--- src/rtl/hwsec_pkg.sv ---
// Shared datapath constants for the word/block gearboxes (packer and splitter).
package hwsec_pkg;

   localparam int unsigned WORD_W = 32;
   localparam int unsigned WORDS  = 4;
   localparam int unsigned BLK_W  = WORD_W * WORDS;

   typedef logic [$clog2(WORDS)-1:0] cnt_t;

   // Slot 0 occupies the most-significant word of a slots*word_w vector.
   function automatic int unsigned slot_lsb(int unsigned k, int unsigned word_w,
                                            int unsigned slots);
      return (slots - 1 - k) * word_w;
   endfunction

endpackage

--- src/rtl/block_packer_if.sv ---
// Word-in / block-out stream bundle for block_packer, plus the framing-error status pair.
interface block_packer_if #(
   parameter int unsigned WORD_W = hwsec_pkg::WORD_W,
   parameter int unsigned WORDS  = hwsec_pkg::WORDS
);
   localparam int unsigned BLK_W = WORD_W * WORDS;

   logic [WORD_W-1:0] in_word;
   logic              in_valid;
   logic              in_first;
   logic              in_ready;
   logic [BLK_W-1:0]  out_block;
   logic              out_valid;
   logic              out_ready;
   logic              err;
   logic              err_clr;

   modport slave (
      input  in_word, in_valid, in_first, out_ready, err_clr,
      output in_ready, out_block, out_valid, err
   );

   modport master (
      output in_word, in_valid, in_first, out_ready, err_clr,
      input  in_ready, out_block, out_valid, err
   );
endinterface

--- src/rtl/block_packer.sv ---
// Serial word to 128-bit block gearbox; word 0 lands in the MSW of out_block.
// Optional sticky framing error is enabled with BLOCK_PACKER_ERR_EN.
module block_packer #(
   parameter int unsigned WORD_W = hwsec_pkg::WORD_W,
   parameter int unsigned WORDS  = hwsec_pkg::WORDS
) (
   input  logic          clk,
   input  logic          reset,
   block_packer_if.slave bus
);
   localparam int unsigned BLK_W = WORD_W * WORDS;
   localparam int unsigned ASM_W = BLK_W - WORD_W;
   localparam int unsigned CNT_W = $clog2(WORDS);
   localparam logic [CNT_W-1:0] LAST = CNT_W'(WORDS - 1);
   localparam logic [CNT_W-1:0] ONE  = CNT_W'(1);

   logic [CNT_W-1:0] cnt_q, cnt_d;
   logic [ASM_W-1:0] asm_q, asm_d;
   logic [BLK_W-1:0] blk_q, blk_d;
   logic             valid_q, valid_d;
   logic             last_slot;
   logic             in_ready;
   logic             accept;

   assign last_slot    = (cnt_q == LAST);
   // Only the completing word ever waits on the output slot.
   assign in_ready     = !last_slot || !valid_q || bus.out_ready;
   assign accept       = bus.in_valid && in_ready;
   assign bus.in_ready = in_ready;

   always_comb begin
      cnt_d   = cnt_q;
      asm_d   = asm_q;
      blk_d   = blk_q;
      valid_d = valid_q && !bus.out_ready;
      if (accept) begin
         if (bus.in_first) begin
            asm_d = '0;
            asm_d[hwsec_pkg::slot_lsb(0, WORD_W, WORDS - 1) +: WORD_W] = bus.in_word;
            cnt_d = ONE;
         end else if (last_slot) begin
            blk_d   = {asm_q, bus.in_word};
            valid_d = 1'b1;
            cnt_d   = '0;
         end else begin
            asm_d[hwsec_pkg::slot_lsb(32'(cnt_q), WORD_W, WORDS - 1) +: WORD_W] = bus.in_word;
            cnt_d = cnt_q + ONE;
         end
      end
   end

   always_ff @(posedge clk or posedge reset) begin
      if (reset) begin
         cnt_q   <= '0;
         asm_q   <= '0;
         blk_q   <= '0;
         valid_q <= 1'b0;
      end else begin
         cnt_q   <= cnt_d;
         asm_q   <= asm_d;
         blk_q   <= blk_d;
         valid_q <= valid_d;
      end
   end

   assign bus.out_block = blk_q;
   assign bus.out_valid = valid_q;

`ifdef BLOCK_PACKER_ERR_EN
   logic err_q, err_d;

   // A resync marker arriving mid-block is a framing error; set beats clear.
   always_comb begin
      err_d = err_q;
      if (bus.err_clr) err_d = 1'b0;
      if (accept && bus.in_first && (cnt_q != '0)) err_d = 1'b1;
   end

   always_ff @(posedge clk or posedge reset) begin
      if (reset) err_q <= 1'b0;
      else       err_q <= err_d;
   end

   assign bus.err = err_q;
`else
   logic err_clr_unused;
   assign err_clr_unused = bus.err_clr;
   assign bus.err        = 1'b0;
`endif

endmodule

--- src/flat_wrapper.sv ---
// flat-port wrapper written by rule: the top's interface ports become plain ports
module block_packer_flat 
#(
   parameter int unsigned WORD_W = hwsec_pkg::WORD_W,
   parameter int unsigned WORDS  = hwsec_pkg::WORDS
)
  (clk, reset, bus_in_word, bus_in_valid, bus_in_first, bus_out_ready, bus_err_clr, bus_in_ready, bus_out_block, bus_out_valid, bus_err);
  block_packer_if #(.WORD_W(WORD_W), .WORDS(WORDS)) bus_i ();
  input  logic clk;
  input  logic reset;
  input wire logic [$bits(bus_i.in_word)-1:0] bus_in_word;
  input wire logic [$bits(bus_i.in_valid)-1:0] bus_in_valid;
  input wire logic [$bits(bus_i.in_first)-1:0] bus_in_first;
  input wire logic [$bits(bus_i.out_ready)-1:0] bus_out_ready;
  input wire logic [$bits(bus_i.err_clr)-1:0] bus_err_clr;
  output wire logic [$bits(bus_i.in_ready)-1:0] bus_in_ready;
  output wire logic [$bits(bus_i.out_block)-1:0] bus_out_block;
  output wire logic [$bits(bus_i.out_valid)-1:0] bus_out_valid;
  output wire logic [$bits(bus_i.err)-1:0] bus_err;
  assign bus_i.in_word = bus_in_word;
  assign bus_i.in_valid = bus_in_valid;
  assign bus_i.in_first = bus_in_first;
  assign bus_i.out_ready = bus_out_ready;
  assign bus_i.err_clr = bus_err_clr;
  assign bus_in_ready = bus_i.in_ready;
  assign bus_out_block = bus_i.out_block;
  assign bus_out_valid = bus_i.out_valid;
  assign bus_err = bus_i.err;
  block_packer #(.WORD_W(WORD_W), .WORDS(WORDS)) u_core (.clk(clk), .reset(reset), .bus(bus_i));
endmodule
--- config.mk ---
export PLATFORM = sky130hd
export DESIGN_NAME = block_packer_flat
export DESIGN_NICKNAME = d
export VERILOG_FILES = /design/src/rtl/hwsec_pkg.sv /design/src/rtl/block_packer_if.sv /design/src/rtl/block_packer.sv /design/src/flat_wrapper.sv
export SDC_FILE = /design/constraint.sdc
export NUM_CORES = 1
export LEC_CHECK = 0
export ABC_AREA = 1
export CAP_MARGIN = 5
export CORE_MARGIN = 2
export CORE_UTILIZATION = 53
export DETAILED_ROUTE_END_ITERATION = 8
export PLACE_DENSITY = 0.8
export SLEW_MARGIN = 15
export SYNTH_ARGS = -nofsm -noshare
export SYNTH_HDL_FRONTEND = slang
export SYNTH_SLANG_ARGS = --single-unit
--- constraint.sdc ---
create_clock -name clk -period 9.9 [get_ports clk]
set_input_delay 0.99 -clock clk [delete_from_list [all_inputs] [get_ports clk]]
set_output_delay 0.99 -clock clk [all_outputs]
set_load 0.005 [all_outputs]
==> results.json, run 1 <==
{
  "r2r-end": "u_core.asm_q[56]",
  "firstDrtPassIters": 5,
  "cts_resized": 0,
  "ir_drop_mv": 0.146,
  "clock-sinks": 227,
  "antenna_found_initial": 0,
  "ys_async_sr_fraction": 1.00,
  "p_leak_uw": 0.00547,
  "r2r_start": "u_core.cnt_q[0]",
  "post_drt_wl_per_cell_um": 16.2,
  "cp_data_required_time_ps": 10330,
  "setup_tns_ps": 0,
  "netlist_area_um2": 9430,
  "endpoint": "u_core.asm_q[56]",
  "max_freq_ghz": 0.296,
  "synth_edf_count": 0,
  "syn_nets": 1046,
  "place_area_um2": 10900,
  "post_route_cells_drive_above_1_share": 0.0666,
  "rsz0062_at_grt": "no",
  "setup_ws_ps": 6530,
  "hpwlAfterDp_um": 14200,
  "min_period_over_period": 0.341,
  "worstHoldPathCells": 2,
  "stdcell_area_um2": 11700,
  "hold_path_class": "reg -> reg",
  "tightest_slew_ps": 1060,
  "drt_wl_total_um": 22400,
  "ys_types": 27,
  "cts_buffers": 23,
  "crit_type": "in -> reg",
  "gp_congestion": 0.824,
  "postLayoutCoreUtil": 0.675,
  "die_w_um": 137,
  "htreeDepth": 1,
  "hold_viol_final": 0,
  "synthToLayoutAreaGrowth_pct": 24.4,
  "power_density_nw_per_um2": 227,
  "fin_nets": 1184,
  "synth_cells": 1003,
  "ys_ff_latch": 227,
  "multi_input_area_um2": 2720,
  "status": "finished clean",
  "grt_max_degree": 125,
  "cp-start-kind": "primary input",
  "yosysWarningCount": 0,
  "antenna_left": 0,
  "fillers": 1376,
  "fp.coreArea_um2": 17400,
  "worst_ep_arrival_time_ps": 3800,
  "finalSetupViolCount": 0,
  "cts.clk_slew.worst_paths_ps": 60,
  "cap_violations": 0,
  "avgSynthCellArea_um2": 9.40,
  "drt-vias-per-instance": 5.08,
  "postCtsSetupRepairBufs": 0,
  "clockBufferDepth": 3,
  "clk_latency_ps": 500,
  "path_max_fanout": 33,
  "whs_ps": 478,
  "seq_area_um2": 5680,
  "synthFlopType": "dfrtp_1",
  "drc": 0,
  "cts_tree": "yes",
  "initial_core_util": 0.543,
  "core.rowCount": 48,
  "n_antenna_cell": 0,
  "fp.dieArea_um2": 18900,
  "clock_skew_ps": 10.2,
  "vias": 7013,
  "reg2regPathDepth": 6,
  "port_buffers": 166,
  "relSlewSlack": 0.295,
  "fp.dieH_um": 137,
  "grt_overflow": 0,
  "grt_first_pass_wirelength_um": 35400,
  "startpoint": "bus_in_first",
  "min_period_ps": 3370,
  "reg2reg_slack_ps": 6870,
  "postCtsHoldBufs": 0,
  "ys_seq_area_frac": 0.603,
  "ioPinCount": 169,
  "cp-end-kind": "flip-flop",
  "drt_iter0_drc": 418,
  "place_ws_ps": 6030,
  "root_buffer": "clkbuf_16",
  "slew_violations": 0,
  "grt_usage": 0.240,
  "grt_pass1_vias": 6638
}
critical path, cell delays in order:
cell and delay [ps]:
clkdlybuf4s50_1 540, inv_2 120, nand2_1 120, nand4_2 830, inv_2 920, nand3_1 150
nand2_1 110
sequential cells by signal, indices dropped and copies added, names as in the netlist:
| register | flops |
|---|---|
| u_core.asm_q | 96 |
| u_core.bus.out_block | 128 |
| u_core.bus.out_valid | 1 |
| u_core.cnt_q | 2 |
cell usage after synthesis, types with 2 or more instances:
cell / count / area (um2)
nand2_1: 293 / 1100
dfrtp_1: 227 / 5680
inv_1: 137 / 514
o21ai_1: 93 / 465
nand3_1: 66 / 330
o21ai_0: 48 / 240
nor3_1: 33 / 165
buf_6: 28 / 315
o21ai_2: 20 / 175
buf_2: 15 / 75.1
buf_4: 7 / 52.6
ha_1: 5 / 62.6
clkbuf_1: 4 / 15.0
clkbuf_2: 4 / 20.0
inv_2: 4 / 15.0
nor2_1: 4 / 15.0
nand2_4: 3 / 33.8
a21oi_1: 2 / 10.0
nor2_4: 2 / 22.5
cell type report:
cell class                 instances  area share
clock inverter                     7      0.0120
multi-input combinational        576       0.232
sequential                       227       0.485
clock buffer                      33      0.0557
tap                              225      0.0240
timing repair buffer             172       0.146
inverter                         141      0.0458
report_power, final:
group          switching, uW  leakage [uW]  total, uW  internal, uW
combinational            267       0.00204        573           306
sequential              92.8       0.00305       1180          1090
clock                    352      0.000380        914           562
total                    712       0.00547       2670          1950
cells by family (layout without fill, tap and decap cells):
group                      Yosys count  in the layout  share of synthesized area
other                                1              1                   0.000398
buffers and inverters              200            353                      0.109
adders and majority gates            5              5                    0.00664
DFF                                227            227                      0.603
AOI/OAI and AO/OA                  165            165                     0.0980
and+or+nand+nor                    405            405                      0.183
worst min-delay path by stage:
stage,to,slack [ps],startpoint
after floorplan,u_core.asm_q[64],450,u_core.asm_q[64]
after global placement,u_core.asm_q[92],460,u_core.asm_q[92]
after detailed placement,u_core.asm_q[89],470,u_core.asm_q[89]
after CTS,u_core.asm_q[50],480,u_core.asm_q[50]
after global routing,u_core.asm_q[41],500,u_core.asm_q[41]
final,u_core.asm_q[82],480,u_core.asm_q[82]
stage by stage:
step / cells / total power (uW)
CTS: 1381 / 2690
detailed placement: 1341 / 1770
floorplan: 1003 / 1440
global route: 1381 / 2790
global placement: 1341 / 1750
finish: 1381 / 2670
placed cells by master (no fill, tap or decap), types with 2 or more instances in the layout:
cell,synthesis,routed
dfrtp_1,227,227
nor2_4,2,2
nand2_1,293,292
clkbuf_16,0,23
ha_1,5,5
o21ai_1,93,93
buf_4,7,5
nand3_1,66,66
clkdlybuf4s50_1,0,166
a21oi_1,2,2
o21ai_0,48,48
bufinv_16,0,4
o21ai_2,20,20
clkbuf_1,4,6
inv_1,137,136
nand2_4,3,3
nor2_1,4,4
clkbuf_8,0,4
inv_2,4,4
clkinvlp_4,0,2
nor3_1,33,33
metal layers:
metal	up-vias	track usage	routed length [um]
li1	3426	-	-
met1	3339	0.366	10400
met2	204	0.360	10100
met3	44	0.0320	1280
met4	0	0.0745	608
met5	-	0	0
Power figures use the tool's default switching activity.
==> inputs of run 2 (changes only) <==
==> constraint.sdc (replaced) <==
create_clock -name clk -period 3.5 [get_ports clk]
set_input_delay 0.35 -clock clk [delete_from_list [all_inputs] [get_ports clk]]
set_output_delay 0.35 -clock clk [all_outputs]
set_load 0.005 [all_outputs]
==> run 2 against run 1 <==
Effect of this change: non-clock buffer count grew 7; final area grew 0.31%; utilization grew 0.21 points; clock skew grew 1.3 ps; sequential cell count is the same; sequential share of layout area shrank 0.15 points; clock power grew to 2.6 times the previous value; combinational power grew to 2.9 times the previous value; critical endpoint is now bus_in_ready; highest routed layer unchanged; global-route usage grew 0.80 points.
==> results.json, run 2 (synthesized netlist as in run 1, its figures left out) <==
{
  "antenna_left": 0,
  "drt-vias-per-instance": 5.14,
  "place_area_um2": 11000,
  "max_freq_ghz": 0.414,
  "ioPinCount": 169,
  "n_antenna_cell": 0,
  "power_density_nw_per_um2": 626,
  "drt_iter0_drc": 550,
  "min_period_over_period": 0.691,
  "clock-sinks": 227,
  "pwr-share-seq": 0.454,
  "worst_ep_arrival_time_ps": 2070,
  "setup_tns_ps": 0,
  "ir_drop_mv": 0.379,
  "setup_ws_ps": 1080,
  "cp-end-kind": "output port",
  "finalSetupViolCount": 0,
  "grt_first_pass_wirelength_um": 36700,
  "grt_pass1_vias": 7047,
  "postCtsSetupRepairBufs": 0,
  "place_ws_ps": 1240,
  "fin_nets": 1191,
  "fp.dieArea_um2": 18900,
  "cap_violations": 0,
  "largest_register_ffs": 128,
  "grt_max_degree": 96,
  "postCtsHoldBufs": 0,
  "fp.dieH_um": 137,
  "internal_power_uw": 5350,
  "combinationalPowerShare": 0.224,
  "min_period_ps": 2420,
  "cts_resized": 0,
  "rsz0062_at_grt": "no",
  "wl_met3_um": 1450,
  "stdcell_area_um2": 11800,
  "path_cells": "ha_1 -> nand3_4 -> clkdlybuf4s50_1",
  "firstDrtPassIters": 5,
  "htreeDepth": 1,
  "crit_family": "buffers and inverters",
  "gp_congestion": 0.854,
  "drt_wl_total_um": 22700,
  "switching_share": 0.273,
  "vias": 7141,
  "die_w_um": 137,
  "grt_usage": 0.248,
  "whs_ps": 277,
  "clk_latency_ps": 500,
  "core.rowCount": 48,
  "clockBufferDepth": 3,
  "top_layer": "met4",
  "port_buffers": 166,
  "worst-path-buf-inv": 1,
  "initial_core_util": 0.543,
  "cts_tree": "yes",
  "p_leak_uw": 0.00550,
  "cp_slowest_stage_delay_ps": 540,
  "drc": 0,
  "grt_overflow": 0,
  "synthToLayoutAreaGrowth_pct": 24.8,
  "tightest_slew_ps": 864,
  "cp-start-kind": "flip-flop",
  "cp_slowest_cell": "clkdlybuf4s50_1",
  "hold_path_class": "in -> async",
  "fp.coreArea_um2": 17400,
  "status": "finished clean",
  "path_max_fanout": 6,
  "p_clk_frac": 0.322,
  "post_route_cells_drive_above_1_share": 0.0722,
  "antenna_found_initial": 0,
  "cp_data_required_time_ps": 3150,
  "cts.clk_slew.worst_paths_ps": 60,
  "mostFrequentLayoutCells": "nand2_1 (293), dfrtp_1 (227), clkdlybuf4s50_1 (166)",
  "root_buffer": "clkbuf_16",
  "cts_buffers": 23,
  "p_sw_uw": 2010,
  "reg2reg_slack_ps": 1140,
  "hpwlAfterDp_um": 15000,
  "crit_type": "reg -> out",
  "relSlewSlack": 0.422,
  "wl_met2_um": 10400,
  "clock_skew_ps": 11.5,
  "m1WireLength_um": 10100,
  "hold_viol_final": 0,
  "slew_violations": 0,
  "layout_commonest_cell": "nand2_1",
  "post_drt_wl_per_cell_um": 16.3
}
[run 2: changes by cell type in the layout (fill, tap and decap cells not counted), sizes merged]
cell	previous run	this run
bufinv	4	0
clkinvlp	2	1
buf	6	13
clkbuf	33	38
clkinv	1	3
inv	141	140
[run 2: per-layer routing]
layer | vias to the layer above | GRT usage
li1 | 3446 | -
met1 | 3404 | 0.366
met2 | 238 | 0.373
met3 | 53 | 0.0408
met4 | 0 | 0.0922
met5 | - | 0
[run 2: stage by stage]
| step | cells | power, uW | utilization |
|---|---|---|---|
| after floorplan | 1003 | 4080 | - |
| after global placement | 1348 | 4970 | 0.635 |
| after detailed placement | 1348 | 5030 | 0.635 |
| after CTS | 1389 | 7410 | 0.677 |
| after global routing | 1389 | 7720 | 0.677 |
| final | 1389 | 7360 | 0.677 |
[run 2: cell type report]
class / instances / area (um2)
sequential: 227 / 5680
inverter: 141 / 533
multi-input combinational: 576 / 2720
tap: 225 / 282
clock buffer: 38 / 722
clock inverter: 3 / 15.0
timing repair buffer: 179 / 1810
fill: 1360 / 5600
[run 2: power by group through the flow]
stage                     Sequential (uW)  Clock (uW)  Combinational [uW]
after floorplan                      3360           0                 710
after CTS                            3340        2390                1670
after global routing                 3390        2500                1830
after detailed placement             3380           0                1660
final                                3340        2370                1650
after global placement               3360           0                1610
[run 2: final timing paths]
kind,to,from,cells after the start
max in group asynchronous,u_core.asm_q[78],reset,3
hold / removal,u_core.bus.out_block[102],reset,2
setup / recovery,bus_in_ready,u_core.cnt_q[0],3
hold reg to reg,u_core.asm_q[65],u_core.asm_q[65],2
setup reg to reg,u_core.asm_q[41],u_core.cnt_q[0],8
min in group clk,u_core.bus.out_valid,bus_out_ready,2
[run 2: worst register-to-register path, stage by stage, from the launching register on]
cell and delay [ps]:
dfrtp_1 460, inv_1 140, ha_1 330, inv_1 40
nor2_1 160, nand3_1 150, nor2_4 670, nand3_1 250
nand2_1 100
==> inputs of run 3 (changes only) <==
==> constraint.sdc (replaced) <==
create_clock -name clk -period 2.4 [get_ports clk]
set_input_delay 0.24 -clock clk [delete_from_list [all_inputs] [get_ports clk]]
set_output_delay 0.24 -clock clk [all_outputs]
set_load 0.005 [all_outputs]
==> run 3 against run 2 <==
Effect of this change: combinational power up 47%; critical endpoint unchanged; highest routed layer unchanged; power up 47%; final area up 1.2%; register-to-register slack worse by 910 ps; global-route usage down 0.60 points; die area unchanged; via count down 0.73%.
==> results.json, run 3 (synthesized netlist as in run 1, its figures left out) <==
{
  "cp-start-kind": "flip-flop",
  "initial_core_util": 0.543,
  "clockBufferDepth": 3,
  "status": "finished clean",
  "r2r-end": "u_core.bus.out_block[124]",
  "hold_path_class": "in -> async",
  "setup_ws_ps": 136,
  "hold_viol_final": 0,
  "antenna_left": 0,
  "drt_wl_total_um": 22100,
  "post_drt_wl_per_cell_um": 15.8,
  "rsz0062_at_grt": "no",
  "mostFrequentLayoutCells": "nand2_1 (293), dfrtp_1 (227), clkdlybuf4s50_1 (166)",
  "grt_pass1_vias": 6870,
  "min_period_over_period": 0.943,
  "core.rowCount": 48,
  "clock-sinks": 227,
  "vias": 7089,
  "startpoint": "u_core.cnt_q[0]",
  "relSlewSlack": 0.575,
  "max_freq_ghz": 0.442,
  "r2r_start": "u_core.cnt_q[0]",
  "hpwlAfterDp_um": 14700,
  "gp_congestion": 0.824,
  "fp.coreArea_um2": 17400,
  "ioPinCount": 169,
  "drt_iter0_drc": 651,
  "die_w_um": 137,
  "fillers": 1367,
  "power_density_nw_per_um2": 906,
  "p_leak_uw": 0.00558,
  "place_area_um2": 11200,
  "postCtsHoldBufs": 0,
  "min_period_ps": 2260,
  "reg2reg_slack_ps": 230,
  "drt-vias-per-instance": 5.08,
  "fin_nets": 1197,
  "root_buffer": "clkbuf_16",
  "clk_latency_ps": 510,
  "layout_commonest_cell": "nand2_1",
  "post_route_cells_drive_above_1_share": 0.0794,
  "clock_skew_ps": 19.3,
  "grt_max_degree": 93,
  "finalPower_uw": 10800,
  "worst_ep_arrival_time_ps": 2020,
  "grt_overflow": 0,
  "cts.clk_slew.worst_paths_ps": 60,
  "drc": 0,
  "n_antenna_cell": 0,
  "cts_tree": "yes",
  "tightest_slew_ps": 637,
  "crit_type": "reg -> out",
  "antenna_found_initial": 0,
  "cts_buffers": 23,
  "cp_data_required_time_ps": 2160,
  "reg2regPathDepth": 5,
  "cap_violations": 0,
  "cts_resized": 0,
  "slew_violations": 0,
  "placedCellCount": 1354,
  "stdcell_count": 1396,
  "synthToLayoutAreaGrowth_pct": 26.3,
  "htreeDepth": 1,
  "fp.dieArea_um2": 18900,
  "postCtsSetupRepairBufs": 0,
  "path_max_fanout": 6,
  "largest_register_ffs": 128,
  "finalSetupViolCount": 0,
  "port_buffers": 166,
  "grt_first_pass_wirelength_um": 35700,
  "ir_drop_mv": 0.525,
  "fp.dieH_um": 137,
  "firstDrtPassIters": 5,
  "cp-end-kind": "output port",
  "place_ws_ps": 231,
  "stdcell_area_um2": 11900,
  "grt_usage": 0.242
}
==> run 3: worst max path at each step <==
stage	end	slack (ps)
2_1_floorplan	u_core.asm_q[0]	-810
3_3_place_gp	u_core.bus.out_block[123]	260
3_5_place_dp	u_core.bus.out_block[11]	230
4_1_cts	bus_in_ready	130
5_1_grt	bus_in_ready	50
6_report	bus_in_ready	140
==> run 3: area by class of cell <==
cell class	instances	area, um2	area share
Clock buffer	33	673	0.0565
Clock inverter	9	77.6	0.00652
Inverter	141	533	0.0448
Multi-Input combinational cell	576	2720	0.228
Sequential cell	227	5680	0.477
Tap cell	225	282	0.0236
Timing Repair Buffer	185	1940	0.163
==> run 3: critical path: stages, from the launching register on <==
cell and delay [ps]:
dfrtp_1 440, ha_1 340, nand3_4 170, clkdlybuf4s50_1 580
==> run 3: per-stage QoR <==
stage / TNS, ps / hold WS [ps] / utilization
floorplan: -182960 / 331 / -
global placement: 0 / 462 / 0.643
detailed placement: 0 / 465 / 0.643
CTS: 0 / 275 / 0.686
global route: 0 / 300 / 0.686
finish: 0 / 251 / 0.686
==> run 3: layer usage <==
layer  vias to the layer above  share of wire  GRT usage
met4                         0          0.030     0.0848
met3                        39          0.054     0.0294
met2                       189           0.46      0.368
li1                       3453              -          -
met1                      3408           0.45      0.362
met5                         -              0          0
==> run 3: power by group <==
part           switching [uW]  leakage [uW]  internal (uW)
clock network            1430      0.000378           2060
logic                    1110       0.00215           1320
registers                 392       0.00305           4480
total                    2930       0.00558           7860
